**src/rtl/priority_arbiter.sv**
```systemverilog
// priority_arbiter
//   Registered N-way arbiter. Selects one requester per cycle using either
//   fixed priority or round-robin rotation. It can optionally hold a grant
//   until the granted request drops or until the granted port acknowledges.
//   All outputs are driven directly from flops.
//
// Parameters
//   PORTS                number of requesters (>= 1)
//   ARB_TYPE_ROUND_ROBIN 1 = round-robin, 0 = fixed priority
//   ARB_BLOCK            1 = hold the grant once issued
//   ARB_BLOCK_ACK        with ARB_BLOCK=1: 1 = release on acknowledge,
//                        0 = release when the granted request drops
//   LSB_HIGH_PRIORITY    1 = lowest index wins ties, 0 = highest index wins
//   LN                   grant index width (derived)
//
// Ports
//   clk            clock, all state on the rising edge
//   rst_n          synchronous reset, active-low
//   request        per-port request
//   acknowledge    per-port release (used only in acknowledge-hold mode)
//   grant          one-hot grant, registered
//   grant_valid    high when grant is non-zero
//   grant_encoded  binary index of the granted port
module priority_arbiter #(
  parameter int PORTS                = 4,
  parameter int ARB_TYPE_ROUND_ROBIN = 1,
  parameter int ARB_BLOCK            = 0,
  parameter int ARB_BLOCK_ACK        = 1,
  parameter int LSB_HIGH_PRIORITY    = 1,
  parameter int LN                   = (PORTS > 1) ? $clog2(PORTS) : 1
) (
  input  logic             clk,
  input  logic             rst_n,
  input  logic [PORTS-1:0] request,
  input  logic [PORTS-1:0] acknowledge,
  output logic [PORTS-1:0] grant,
  output logic             grant_valid,
  output logic [LN-1:0]    grant_encoded
);

  localparam logic RR_EN    = (ARB_TYPE_ROUND_ROBIN != 0);
  localparam logic BLOCK_EN = (ARB_BLOCK != 0);
  localparam logic ACK_MODE = (ARB_BLOCK_ACK != 0);
  localparam logic LSB_HIGH = (LSB_HIGH_PRIORITY != 0);

  logic [PORTS-1:0] grant_q, grant_d;
  logic             grant_valid_q, grant_valid_d;
  logic [LN-1:0]    grant_encoded_q, grant_encoded_d;
  logic [PORTS-1:0] mask_q, mask_d;

  logic             req_hit_s;
  logic             ack_hit_s;
  logic             hold_s;
  logic [PORTS-1:0] masked_s;
  logic [PORTS-1:0] cand_s;
  logic [LN-1:0]    win_idx_s;

  // Index of the winning set bit. The loop runs from the lowest-priority
  // end toward the highest so that the last hit is the winner.
  function automatic logic [LN-1:0] pick_index(input logic [PORTS-1:0] vec);
    logic [LN-1:0] idx;
    idx = '0;
    if (LSB_HIGH) begin
      for (int i = PORTS - 1; i >= 0; i--) begin
        if (vec[i]) idx = LN'(i);
        else        idx = idx;
      end
    end else begin
      for (int i = 0; i < PORTS; i++) begin
        if (vec[i]) idx = LN'(i);
        else        idx = idx;
      end
    end
    return idx;
  endfunction

  // Rotation mask after a grant to index k: only ports after k in rotation
  // order stay eligible. The last port in rotation order yields an empty mask.
  function automatic logic [PORTS-1:0] next_mask(input logic [LN-1:0] k);
    logic [PORTS-1:0] m;
    m = '0;
    for (int i = 0; i < PORTS; i++) begin
      if (LSB_HIGH) m[i] = (LN'(i) > k);
      else          m[i] = (LN'(i) < k);
    end
    return m;
  endfunction

  // Decide whether the current grant is held this cycle.
  always_comb begin
    // grant_q is one-hot, so these match request/acknowledge[grant_encoded]
    req_hit_s = |(request & grant_q);
    ack_hit_s = |(acknowledge & grant_q);
    if (BLOCK_EN && ACK_MODE) begin
      hold_s = grant_valid_q && !ack_hit_s;
    end else if (BLOCK_EN) begin
      hold_s = grant_valid_q && req_hit_s;
    end else begin
      hold_s = 1'b0;
    end
  end

  // Candidate set and winner; round-robin falls back to the unmasked
  // request when nothing remains after the mask (wrap-around).
  always_comb begin
    masked_s = request & mask_q;
    if (RR_EN && (masked_s != '0)) begin
      cand_s = masked_s;
    end else begin
      cand_s = request;
    end
    win_idx_s = pick_index(cand_s);
  end

  // Next-state for grant outputs and rotation mask.
  always_comb begin
    grant_d         = grant_q;
    grant_valid_d   = grant_valid_q;
    grant_encoded_d = grant_encoded_q;
    mask_d          = mask_q;
    if (hold_s) begin
      grant_d         = grant_q;
      grant_valid_d   = grant_valid_q;
      grant_encoded_d = grant_encoded_q;
      mask_d          = mask_q;
    end else if (request != '0) begin
      for (int i = 0; i < PORTS; i++) begin
        grant_d[i] = (win_idx_s == LN'(i));
      end
      grant_valid_d   = 1'b1;
      grant_encoded_d = win_idx_s;
      if (RR_EN) begin
        mask_d = next_mask(win_idx_s);
      end else begin
        mask_d = '0;
      end
    end else begin
      // Idle: outputs clear, rotation position is kept.
      grant_d         = '0;
      grant_valid_d   = 1'b0;
      grant_encoded_d = '0;
      mask_d          = mask_q;
    end
  end

  // State registers with synchronous active-low reset.
  always_ff @(posedge clk) begin
    if (!rst_n) begin
      grant_q         <= '0;
      grant_valid_q   <= 1'b0;
      grant_encoded_q <= '0;
      mask_q          <= '0;
    end else begin
      grant_q         <= grant_d;
      grant_valid_q   <= grant_valid_d;
      grant_encoded_q <= grant_encoded_d;
      mask_q          <= mask_d;
    end
  end

  assign grant         = grant_q;
  assign grant_valid   = grant_valid_q;
  assign grant_encoded = grant_encoded_q;

endmodule
```
**config.mk**
```make
export PLATFORM = sky130hd
export DESIGN_NAME = priority_arbiter
export DESIGN_NICKNAME = d
export VERILOG_FILES = /design/src/rtl/priority_arbiter.sv
export SDC_FILE = /design/constraint.sdc
export NUM_CORES = 1
export LEC_CHECK = 0
export BUFFER_PORTS_ARGS = -buffer_cell sky130_fd_sc_hd__buf_2
export CAP_MARGIN = 20
export CELL_PAD_IN_SITES_DETAIL_PLACEMENT = 0
export CELL_PAD_IN_SITES_GLOBAL_PLACEMENT = 1
export CORE_AREA = 2 2 39 41
export CTS_CLUSTER_DIAMETER = 30
export CTS_CLUSTER_SIZE = 40
export DETAILED_ROUTE_END_ITERATION = 8
export DIE_AREA = 0 0 41 43
export PLACE_DENSITY = 0.79
export SYNTH_ARGS = -nofsm -noshare
export SYNTH_HDL_FRONTEND = slang
export SYNTH_SLANG_ARGS = --single-unit
```
**constraint.sdc**
```tcl
create_clock -name clk -period 1.7 [get_ports clk]
set_clock_uncertainty 0.05 [all_clocks]
set_input_delay 0.085 -clock clk [delete_from_list [all_inputs] [get_ports clk]]
set_output_delay 0.085 -clock clk [all_outputs]
set_load 0.03 [all_outputs]
```
# Word-level counts from Yosys, hierarchy flattened
# Cells that the tools add are included.
# W data, S select, Z words.
[word_totals]
ff_bits = 11
out_inout_bits = 7
input_bits = 10
[op_classes]
n_reduce_logical = 4
n_eq_ne = 3
bitwise = 1
muxes = 6
n_lt_le_gt_ge = 4
[op_table]
columns = ["operator", "n"]
rows = [
  ["$mux W2", 4],
  ["$reduce_bool A4 Y1", 2],
  ["$and A4 B4 Y4", 1],
  ["$eq A2 B2 Y1 const B", 2],
  ["$gt A1 B2 Y1 const A", 2],
  ["$gt A2 B2 Y1 const A", 2],
  ["$mux W4", 1],
  ["$eq A2 B1 Y1 const B", 1],
  ["$logic_not A2 Y1", 1],
  ["$reduce_and A2 Y1", 1],
  ["$mux W1", 1],
]

# Longest topological paths before layout
# Gate-level depths: netlist of run 1.
[depth]
depth_word = 8
depth_mapped = 5

# Worst setup path before layout of run 1
# OpenSTA, ideal clock, no wires.
[synth_path]
kind = "register to register"
start = "register mask_q[3]"
end = "register grant_q[1], in the netlist grant[1]"
t_arrival_ps = 982
setup_time_ps = 114
path_buffers = 0
stages_incl_launch_ff = 5
slack_ps = 554
required_time_ps = 1536
path_cell_list = "dfxtp_1 -> a22oi_1 -> nand3_1 -> and3_1 -> and2b_1"
[synth_via]
elab_chain_len = 8
[synth_lines]
columns = ["element", "line", "rtl"]
rows = [
  ["start, declared", "49", "logic [PORTS-1:0] mask_q, mask_d;"],
  ["start signal, assigned", "157", "mask_q <= mask_d;"],
  ["$and A4 B4 Y4 *", "106", "masked_s = request & mask_q;"],
  ["$reduce_bool A4 Y1", "107", "if (RR_EN && (masked_s != '0)) begin"],
  ["$mux W4 *", "107", ""],
  ["$mux W2 (3 in series)", "65", "if (vec[i]) idx = LN'(i);"],
  ["$mux W2 *", "65", ""],
  ["$eq A2 B1 Y1 *", "128", "grant_d[i] = (win_idx_s == LN'(i));"],
  ["end signal, assigned", "154", "grant_q <= grant_d;"],
  ["end, declared", "46", "logic [PORTS-1:0] grant_q, grant_d;"],
]
# Mark *: on every way between the ends. The rest lies on a longest branch, timed or not.
# A chain may end at the register's enable or synchronous reset.

# Final worst setup path of run 1
# Same ends and word-level chain as after synthesis.

==> results of run 1 <==
-- cell usage in the layout (no fill, tap or decap), drive strengths merged --
master / synthesis / layout
buf: 1 / 12
o21ai: 2 / 2
nand2: 3 / 3
and3: 2 / 2
a22oi: 1 / 1
inv: 2 / 2
clkbuf: 0 / 4
and2b: 1 / 1
nor3b: 2 / 2
dfxtp: 10 / 10
nor4: 1 / 1
and2: 2 / 2
nand3: 1 / 1
nor2: 6 / 6
a21oi: 2 / 2
a211oi: 1 / 1
mux2i: 1 / 1
o32ai: 1 / 1
-- critical path, stage by stage, from the launching register on --
cell and delay [ps]:
dfxtp_1 330, a22oi_1 260, nand3_1 170, and3_1 220, and2b_1 150
-- layer usage --
layer,GRT usage (%),part of all wire (%),up-vias
li1,-,-,164
met1,11.6,50,134
met2,12.2,42,7
met3,5.24,7.4,0
met4,4.00,0,0
met5,0,0,-
-- state kept, by name, indices dropped and copies added, names as in the netlist --
register       flops
mask_q             3
grant              4
grant_encoded      2
grant_valid        1
-- per-stage QoR --
| step | power [mW] | cell area (sq um) | hold WS, ps | cells |
|---|---|---|---|---|
| after floorplan | 0.328 | 374 | 157 | 39 |
| after global placement | 0.354 | 447 | 312 | 66 |
| after detailed placement | 0.355 | 447 | 310 | 66 |
| after CTS | 0.567 | 483 | 33.2 | 70 |
| after global routing | 0.591 | 483 | 80.4 | 70 |
| final | 0.558 | 483 | 43.4 | 70 |
-- where the power goes --
part | internal [mW] | switching (mW) | total (mW)
combinational | 0.0319 | 0.0582 | 0.0901
sequential | 0.253 | 0.00681 | 0.260
clock | 0.130 | 0.0789 | 0.209
total | 0.415 | 0.144 | 0.558
-- how the worst max path moves through the flow --
stage | startpoint | to | slack, ps | cells past startpoint
3_3_place_gp | mask_q[3] | grant[1] | 440 | 4
6_report | mask_q[3] | grant[1] | 420 | 4
4_1_cts | mask_q[3] | grant[1] | 430 | 4
2_1_floorplan | mask_q[3] | grant[1] | 550 | 4
3_5_place_dp | mask_q[3] | grant[1] | 450 | 4
5_1_grt | mask_q[3] | grant[1] | 300 | 4
-- cell families after synthesis --
| family | count (synthesis) |
|---|---|
| and+or+nand+nor | 18 |
| muxes | 1 |
| AOI/OAI and AO/OA | 7 |
| DFF | 10 |
| buffers and inverters | 3 |
-- area by class of cell --
class                           instances  area, sq um  share of cell area [%]
Inverter                                2         7.51                    1.55
Sequential cell                        10          200                    41.5
Multi-Input combinational cell         26          159                    32.9
Clock buffer                            4         36.3                    7.51
Tap cell                               16         20.0                    4.15
Timing Repair Buffer                   12         60.1                    12.4
==> out/results.txt, run 1 <==
After clock tree synthesis, the flow added hold-fix buffers numbering 0. Measured along the y axis, the die boundary spans 43 um. In this run the biggest area consumer among cell types represents 53.5% of the synthesized area. The simple-gate share of the synthesized area is 24.7%. Cell with the most instances after synthesis: dfxtp_1. The share of cell area taken by muxes after synthesis came out at 2.68%. The tools report the root buffer selected by CTS as clkbuf_4. Counting flops and latches in the post-synthesis netlist gives 10. The detailed router finished its first iteration with 8 violations. The worst hold path stage count is 2. After clock tree synthesis, the repair step resized 0 gates. The tools report the starting density of the core as 27.0%.

The detailed router placed 305 vias in this run. The number of antenna diodes in the final layout is 0. Fill cells in the final layout number 155. The combinational family with the most area after synthesis was simple AND/OR/NAND/NOR gates. Compared with the post-synthesis result, the final layout area differs by 29.1%. Pre-CTS setup slack: 449 ps.

In the post-synthesis netlist, the biggest area contributors are dfxtp_1 (54%), nor2_1 (6.0%), o32ai_2 (4.3%). The number of remaining DRC errors came out at 0. Max-slew violation total from the final report: 0. The share of flip-flops with an asynchronous set or reset after synthesis was 0%.

Compound-cell area share of the yosys netlist: 15.1%. After detailed routing, the average wire length per cell comes to 9.70 um. After routing, the total negative slack on setup checks comes to 0 ps. After detailed routing, the number of vias per cell comes to 4.36. The ratio of final minimum period to clock period came out at 75.1%. 17 I/O pins were placed. In this run the worst path has a maximum fanout of 3. Setup repair after global routing left no endpoint under its margin. Max-capacitance violation count: 0. After legalization and detailed placement, the total HPWL measured 518 um. The flow ran to the end, and the final reports show no timing, DRC or antenna violations. The first TritonRoute pass finished after 3 iterations. Element type at the critical path start: a register. The mean instance size in the synthesized netlist is 9.59 sq um, and the number of input and output port buffers inserted is 12. Net count after synthesis: 49. The worst vdd rail ir drop is 0.417 mV, and the buffer levels on the longest clock path is 2. The level count of the clock H-tree is 1. The run gives 39 as the synthesized instance count. The startpoint identified for the worst hold timing path is rst_n. The commonest cells after synthesis are dfxtp_1 (10), nor2_1 (6), nand2_1 (3). Via count of the first global-routing pass: 261. The die covers 1760 sq um. The tools report the clock latency on the worst-skew pair as 260 ps.

The standard-cell row count is 14. The overall overflow remaining after global route came out at 0. The maximum number of pins on one net before global-route repair was 8.

For the worst setup path, the data arrival time is 1380 ps. CTS sink count: 10. The run gives 0 as the final antenna-violating net count.

Setup slack on the critical path of the routed design comes to 424 ps. At the end of the flow, the number of nets in the layout was 65. The core region area is 1380 sq um, and the achievable frequency is 783 MHz.

The post-synthesis share of cell area spent on full adders, half adders and majority gates was 0%. Power density normalized to cell area: 1160 nW/um^2. The destination of the worst register-to-register timing path is grant[1].

The die extent in x is 41 um, and the count of flip-flops with a built-in enable after synthesis is 0. Clock-pin slew was measured on the worst setup and hold paths at 70 ps. In this run the tightest slew margin relative to its limit is 72.8%. The tools report the worst flop-to-flop path startpoint as mask_q[3]. Once the clock tree was built, the setup fixing pass inserted 0 buffers. The run gives 0 as the number of warnings printed during yosys synthesis. The tightest min-delay check is of the input pin to register type. For the count of unique library cells instantiated by Yosys, the log shows 17. The post-route netlist has 33.3% of its cells at a drive strength greater than 1. Number of antenna violations at the first check in global routing: 0. Data on the critical path is required at its endpoint by 1800 ps. The post-route core utilization is 34.9%. The library cell with the largest summed area after synthesis is dfxtp_1. For this run, the register share of the synthesized area comes to 53.5%. The first-pass GRT wire length came out at 1070 um. The cell area that synthesis handed to floorplanning was 374 sq um. The synthesized netlist devotes 0% of its cell area to XOR and XNOR gates. Setup violations remaining at the end of the flow were counted as 0. For the pin with the worst max-slew slack, the measured transition is 409 ps. TritonCTS built the clock tree. Post-layout minimum cycle time: 1280 ps. STA classifies the critical path endpoint as a register. Total clock buffers created by CTS: 3.

The worst register-to-register path has a setup slack of 420 ps. The total count of hold-check failures in the final report came out at 0. The routed design has 679 um of wire. Across every metal layer, demand over resource in global routing totals 9.14%. The worst reg2reg path depth works out to 4. The worst setup path is of the register to register kind. The endpoint with the worst hold slack is grant_encoded[1]. For this run, the leading register cell type out of synthesis is dfxtp_1.

The tools report the leakage component of the power as 0.227 nW. The final RePlAce weighted congestion is 0.764.
(Power assumes the default switching activity.)
==> inputs of run 2 (changes only) <==
==> constraint.sdc (replaced) <==
create_clock -name clk -period 1.2 [get_ports clk]
set_clock_uncertainty 0.05 [all_clocks]
set_input_delay 0.06 -clock clk [delete_from_list [all_inputs] [get_ports clk]]
set_output_delay 0.06 -clock clk [all_outputs]
set_load 0.03 [all_outputs]
==> run 2 against run 1 <==
Cell count grew 2.9%. Maximum frequency grew 8.9%. Die area is the same. Sequential power grew 43%. Clock-buffer cell count shrank 1. Worst setup slack lost 400 ps. Global-route usage grew 2.3 points. Total power grew 32%. Core utilization grew 2.4 points. First-iteration DRC count is the same. Wire length grew 24%. Via count grew 8.5%. Critical path type unchanged. Critical endpoint unchanged. Largest cell class unchanged. Largest power group unchanged. Highest routed layer unchanged.
==> out/results.txt, run 2 (same netlist as run 1, synthesis figures left out) <==
The run finished with clean final reports. TritonCTS built the clock tree. Measured on the finished design, the core utilization comes to 37.3%. For the worst setup path, the data arrival time is 1270 ps. The total overflow left after global routing is 0.

STA classifies the critical path startpoint as a register. In this run the remaining antenna-violating nets after routing total 0. The post-layout minimum cycle time was 1170 ps.

Setup violations remaining at the end of the flow were counted as 0. The tools report the final layout net count as 68. From synthesis to final layout, the design area changed by 37.8%. The number of detailed-routing iterations run before antenna repair is 4, and the wire length reported by the detailed router is 845 um.

Flop-to-flop setup slack: 30 ps. The most critical setup path has its startpoint at mask_q[3]. The logs give 71.5% for the normalized max-slew margin and 0 for the antenna diode instance count. Dividing the final minimum period by the clock period gives 97.7%. For the worst flop-to-flop path, the logic depth is 4. The logs give 338 for the via count of the first global-routing pass and 0.242 nW for the leakage component of the power. The worst flop-to-flop path startpoint is mask_q[3]. After clock tree synthesis, the clock-pin slew on the worst setup and hold paths is 60 ps. Setup repair after global routing could not meet its margin everywhere. Dividing the detail-routed via count by the number of cells gives 4.60. After clock tree synthesis, the flow added hold-fix buffers numbering 0. The type of the worst min-delay path was input pin to register. Following the worst setup path forward leads to its endpoint at grant[1]. The region available for standard cell placement spans 1380 sq um. The die extent in x works out to 41 um. The top cell types in the final layout, fill and taps aside, are buf_2 (12), dfxtp_1 (7), nor2_1 (6). The run gives 331 as the routed via count. The critical path is of the register to register type. For the final total power, the log shows 0.737 mW. Of all nets on the critical path, the largest fanout is 3.

Destination of the worst register-to-register timing path: grant[1]. The slew at the pin closest to its max-slew limit was 427 ps; the starting density of the core was 27.0%. Detailed placement ended at an HPWL of 541 um. The clock latency on the worst-skew pair was 250 ps; the number of remaining DRC errors was 0. For this design the ratio of total power to cell area is 1430 nW/um^2.

The first global-routing pass estimated 1320 um of wire. In this run the vertical extent of the chip is 43 um. The standard-cell row count is 14.

The achievable frequency was 853 MHz. The cell sitting at the root of the clock tree is a clkbuf_4. Cells with a size suffix above 1 make up 50.0% of the layout. Entering global routing, the biggest net connects 8 pins. The run gives 0 as the max-capacitance violation count.

The worst-case IR drop observed on VDD is 0.649 mV. The total count of hold-check failures in the final report is 0. Clock tree synthesis inserted a total of 3 buffers. The tools report the number of antenna violations at the first check in global routing as 0.

The level count of the clock H-tree was 1; the detailed router's first-iteration violation count was 8. The total routing resource utilization after global routing was 11.5%; the max-slew violation total from the final report was 0. 17 I/O pins were placed. The die covers 1760 sq um. Routability-driven placement finished with a final weighted congestion of 0.736. After detailed routing, the average wire length per cell comes to 11.7 um.

Port buffering added 12 buffers. At the worst endpoint, the required time is 1300 ps. The CTS sink count came out at 10. STA classifies the critical path endpoint as a register. In this run the deepest clock path goes through 2 buffers. Most common cell after layout, fill and taps aside: buf_2. The number of flip-flops in the largest register was 4.
-- run 2: timing repair --
item,CTS,global route
setup buffers,0,1
pin swaps,0,4
gates resized for setup,1,7
endpoints found under the setup margin,1,4
endpoints found under the hold margin,0,0
-- run 2: where the power goes --
group	internal [mW]	total [mW]	leakage (nW)	switching [mW]
registers	0.361	0.373	0.0835	0.0125
clock network	0.115	0.212	0.0138	0.0968
logic	0.0615	0.153	0.144	0.0912
-- run 2: final cells by class --
cell class / instances / area [sq um]
inverters: 2 / 7.51
clock buffers: 3 / 22.5
repair buffers: 15 / 82.6
fillers: 150 / 868
multi-input cells: 26 / 179
flip-flops and latches: 10 / 204
well taps: 16 / 20.0
-- run 2: per-stage QoR --
| step | std cells | setup slack (ps) | cell area, sq um | TNS [ps] | hold slack (ps) |
|---|---|---|---|---|---|
| finish | 72 | 28.1 | 515 | 0 | 36.1 |
| global route | 72 | -22.5 | 515 | -28.7 | 52.6 |
| CTS | 71 | 19.5 | 489 | 0 | 26.2 |
| detailed placement | 68 | -6.34 | 462 | -6.34 | 295 |
| global placement | 68 | -6.28 | 462 | -6.28 | 289 |
| floorplan | 39 | 53.6 | 374 | 0 | 132 |
-- run 2: layer usage --
layer | GRT usage (%) | part of all wire (%)
met1 | 10.3 | 39
met2 | 20.0 | 55
met3 | 6.28 | 6.4
met4 | 4.00 | 0
met5 | 0 | 0
-- run 2: worst min-delay path by stage --
stage	startpoint	end	slack (ps)	cells after the start
3_3_place_gp	rst_n	grant_encoded[1]	290	2
6_report	rst_n	grant_encoded[1]	40	2
5_1_grt	rst_n	mask_q[2]	50	3
2_1_floorplan	rst_n	grant_encoded[1]	130	1
3_5_place_dp	rst_n	grant_encoded[1]	300	2
4_1_cts	rst_n	grant_encoded[1]	30	2
-- run 2: worst max-delay path: stages, from the launching register on --
cell and delay, ps:
dfxtp_2 340, a22oi_2 230, nand3_2 90, and3_1 200, and2b_1 150
==> inputs of run 3 (changes only) <==
--- a/config.mk
+++ b/config.mk
@@ -15,6 +15,7 @@
 export DETAILED_ROUTE_END_ITERATION = 8
 export DIE_AREA = 0 0 41 43
 export PLACE_DENSITY = 0.79
+export SETUP_SLACK_MARGIN = 0.3
 export SYNTH_ARGS = -nofsm -noshare
 export SYNTH_HDL_FRONTEND = slang
 export SYNTH_SLANG_ARGS = --single-unit
==> run 3 against run 2 <==
Die area did not move. Flip-flop and latch count did not move. Clock-buffer cell count rose by 1. Register-to-register slack improved by 30 ps. Sequential share of layout area fell by 4.4 points. Maximum frequency rose by 2.8%. Clock power rose by 42%. Worst setup slack improved by 31 ps. Cell count rose by 1.4%. Non-clock buffer count did not move. Critical endpoint is now grant[3]. Largest cell class is now multi-input gates.
==> out/results.txt, run 3 (same netlist as run 1, synthesis figures left out) <==
The initial utilization of the core area, before any placement, comes to 27.0%. The worst setup path is captured at a register. After global routing the overflow that remains totals 0. Pin placement for this block handled 17 I/O pins. Summed over all nets, the half-perimeter wirelength after detailed placement is 501 um. The post-layout minimum cycle time was 1140 ps. STA classifies the critical path startpoint as a register.

Summed over all layers, the routed wires come to 743 um. The run gives 0 as the antenna diode instance count. The setup slack after layout is 59.6 ps. Registers are responsible for 43.7% of the overall power. For the max-slew violation total from the final report, the log shows 0.

After clock tree synthesis, the clock-pin slew on the worst setup and hold paths is 60 ps. The total count of hold-check failures in the final report is 0. For the pin with the worst max-slew slack, the measured transition is 327 ps.

Compared with the post-synthesis result, the final layout area differs by 55.2%. The level count of the clock H-tree came out at 1. The number of detailed-routing iterations run before antenna repair came out at 1.

The flow ran to the end, and the final reports show no timing, DRC or antenna violations. The switching power was 0.229 mW; the final standard cell area without fillers was 581 sq um. The maximum fanout encountered on the critical timing path works out to 6. The logs give 1760 sq um for the die footprint and 1380 sq um for the core region area. The root buffer cell chosen for the clock tree is clkbuf_4. The required time reported for the critical path endpoint was 1310 ps. The clock group share of total power is 35.1%. The completed layout was analyzed and its total power is 0.854 mW. For this design, the CTS-stage hold fixing added 0 buffers. The power density normalized to cell area came out at 1470 nW/um^2. In the layout the commonest cells are buf_2 (9), dfxtp_1 (7), nor2_1 (6), clkbuf_4 (5). The switching share of power is 26.9%. The number of input and output port buffers inserted is 12. Routed via count: 320.

The total routing resource utilization after global routing is 9.95%, and the die extent in x is 41 um. The register with the most flip-flops in the layout has 4 of them. For the worst setup path, the data arrival time is 1250 ps. Leakage component of the power: 0.258 nW.

The worst setup path is of the register to register kind. For the worst-skew pair, the clock arrives at the later sink with an insertion delay of 260 ps. The count of nets left with antenna violations once routing finished came out at 0.

TritonCTS built the clock tree. The tools report the maximum number of pins on one net before global-route repair as 8. The first routing iteration left 0 violations. The worst-case IR drop observed on VDD is 0.364 mV. Per report_power, the combinational group accounts for 21.2% of the total. Using the TritonRoute via totals, the vias-per-cell ratio works out to 4.38. Internal power comes to 0.625 mW.

After routing, the total negative slack on setup checks comes to 0 ps. Setup repair after global routing could not meet its margin everywhere. In this run the worst hold path is classified as input pin to register. The most common cell after layout, fill and taps aside was buf_2. The buffer levels on the longest clock path was 2. In the final design database the tool counted 68 nets. The ratio of final minimum period to clock period was 95.0%. Once placement finished, the instance area stood at 462 sq um. The worst pin sits at a relative slew slack of 78.0%. The die span in y was 43 um.

The total clock buffers created by CTS is 3. In the routed design, unresolved DRC markers number 0. The logs give 0 for the number of setup violations in the final report and 877 MHz for the achievable frequency. The number of antenna violations at the first check in global routing is 0, and the fraction of final layout cells with drive strength greater than 1 is 57.9%.

The CTS sink count is 10. In this run the core area contains 14 standard-cell rows. The first global-routing pass estimated 1170 um of wire.

The max-capacitance violation count was 0. OpenSTA, run right after detailed placement, puts the worst setup slack at 26.8 ps. Dividing the detail-routed wire length by the instance count gives 10.2 um. At the end of routability-driven placement, the weighted congestion stood at 0.663.

The via count of the first global-routing pass is 284.
## run 3: power groups by stage
stage / Sequential [mW] / Combinational [mW] / Clock, mW
finish: 0.373 / 0.181 / 0.300
global route: 0.377 / 0.196 / 0.325
CTS: 0.372 / 0.173 / 0.309
detailed placement: 0.377 / 0.135 / 0
global placement: 0.377 / 0.134 / 0
floorplan: 0.412 / 0.0565 / 0
## run 3: metal layers
layer  vias to the layer above  GRT usage, %  wire [um]
met3                         2          1.57         42
met4                         0          8.00         14
met2                         9          15.6        387
met1                       142          11.0        298
li1                        167             -          -
met5                         -             0          0
## run 3: layout make-up
class	instances	area, sq um
Timing Repair Buffer	15	93.8
Clock buffer	4	36.3
Inverter	2	7.51
Fill cell	133	803
Multi-Input combinational cell	26	219
Tap cell	16	20.0
Sequential cell	10	204
## run 3: critical path: stages, from the launching register on
cell     delay [ps]
dfxtp_2         340
a22oi_2         200
buf_4           160
o32ai_4          90
and3_1          200
## run 3: path summary, 6_finish.rpt
path / startpoint / slack [ps] / endpoint / cells past startpoint
hold reg to reg: mask_q[1] / 460 / mask_q[1] / 2
setup / recovery: mask_q[3] / 60 / grant[3] / 4
hold / removal: rst_n / 20 / grant_encoded[1] / 2
setup reg to reg: mask_q[3] / 60 / grant[3] / 4
## run 3: timing repair
| action | in CTS | in global routing |
|---|---|---|
| endpoints found under the setup margin | 9 | 12 |
| gates resized for setup | 10 | 7 |
| pin swaps | 5 | 3 |
| cloned | 0 | 0 |
| buffers inserted | 2 | 0 |
## run 3: stage by stage
stage	cells	hold slack [ps]	util (%)
final	73	23.0	42.0
after global routing	73	34.1	42.0
after CTS	73	11.1	40.5
after detailed placement	67	288	33.4
after global placement	67	285	33.4
after floorplan	39	137	-
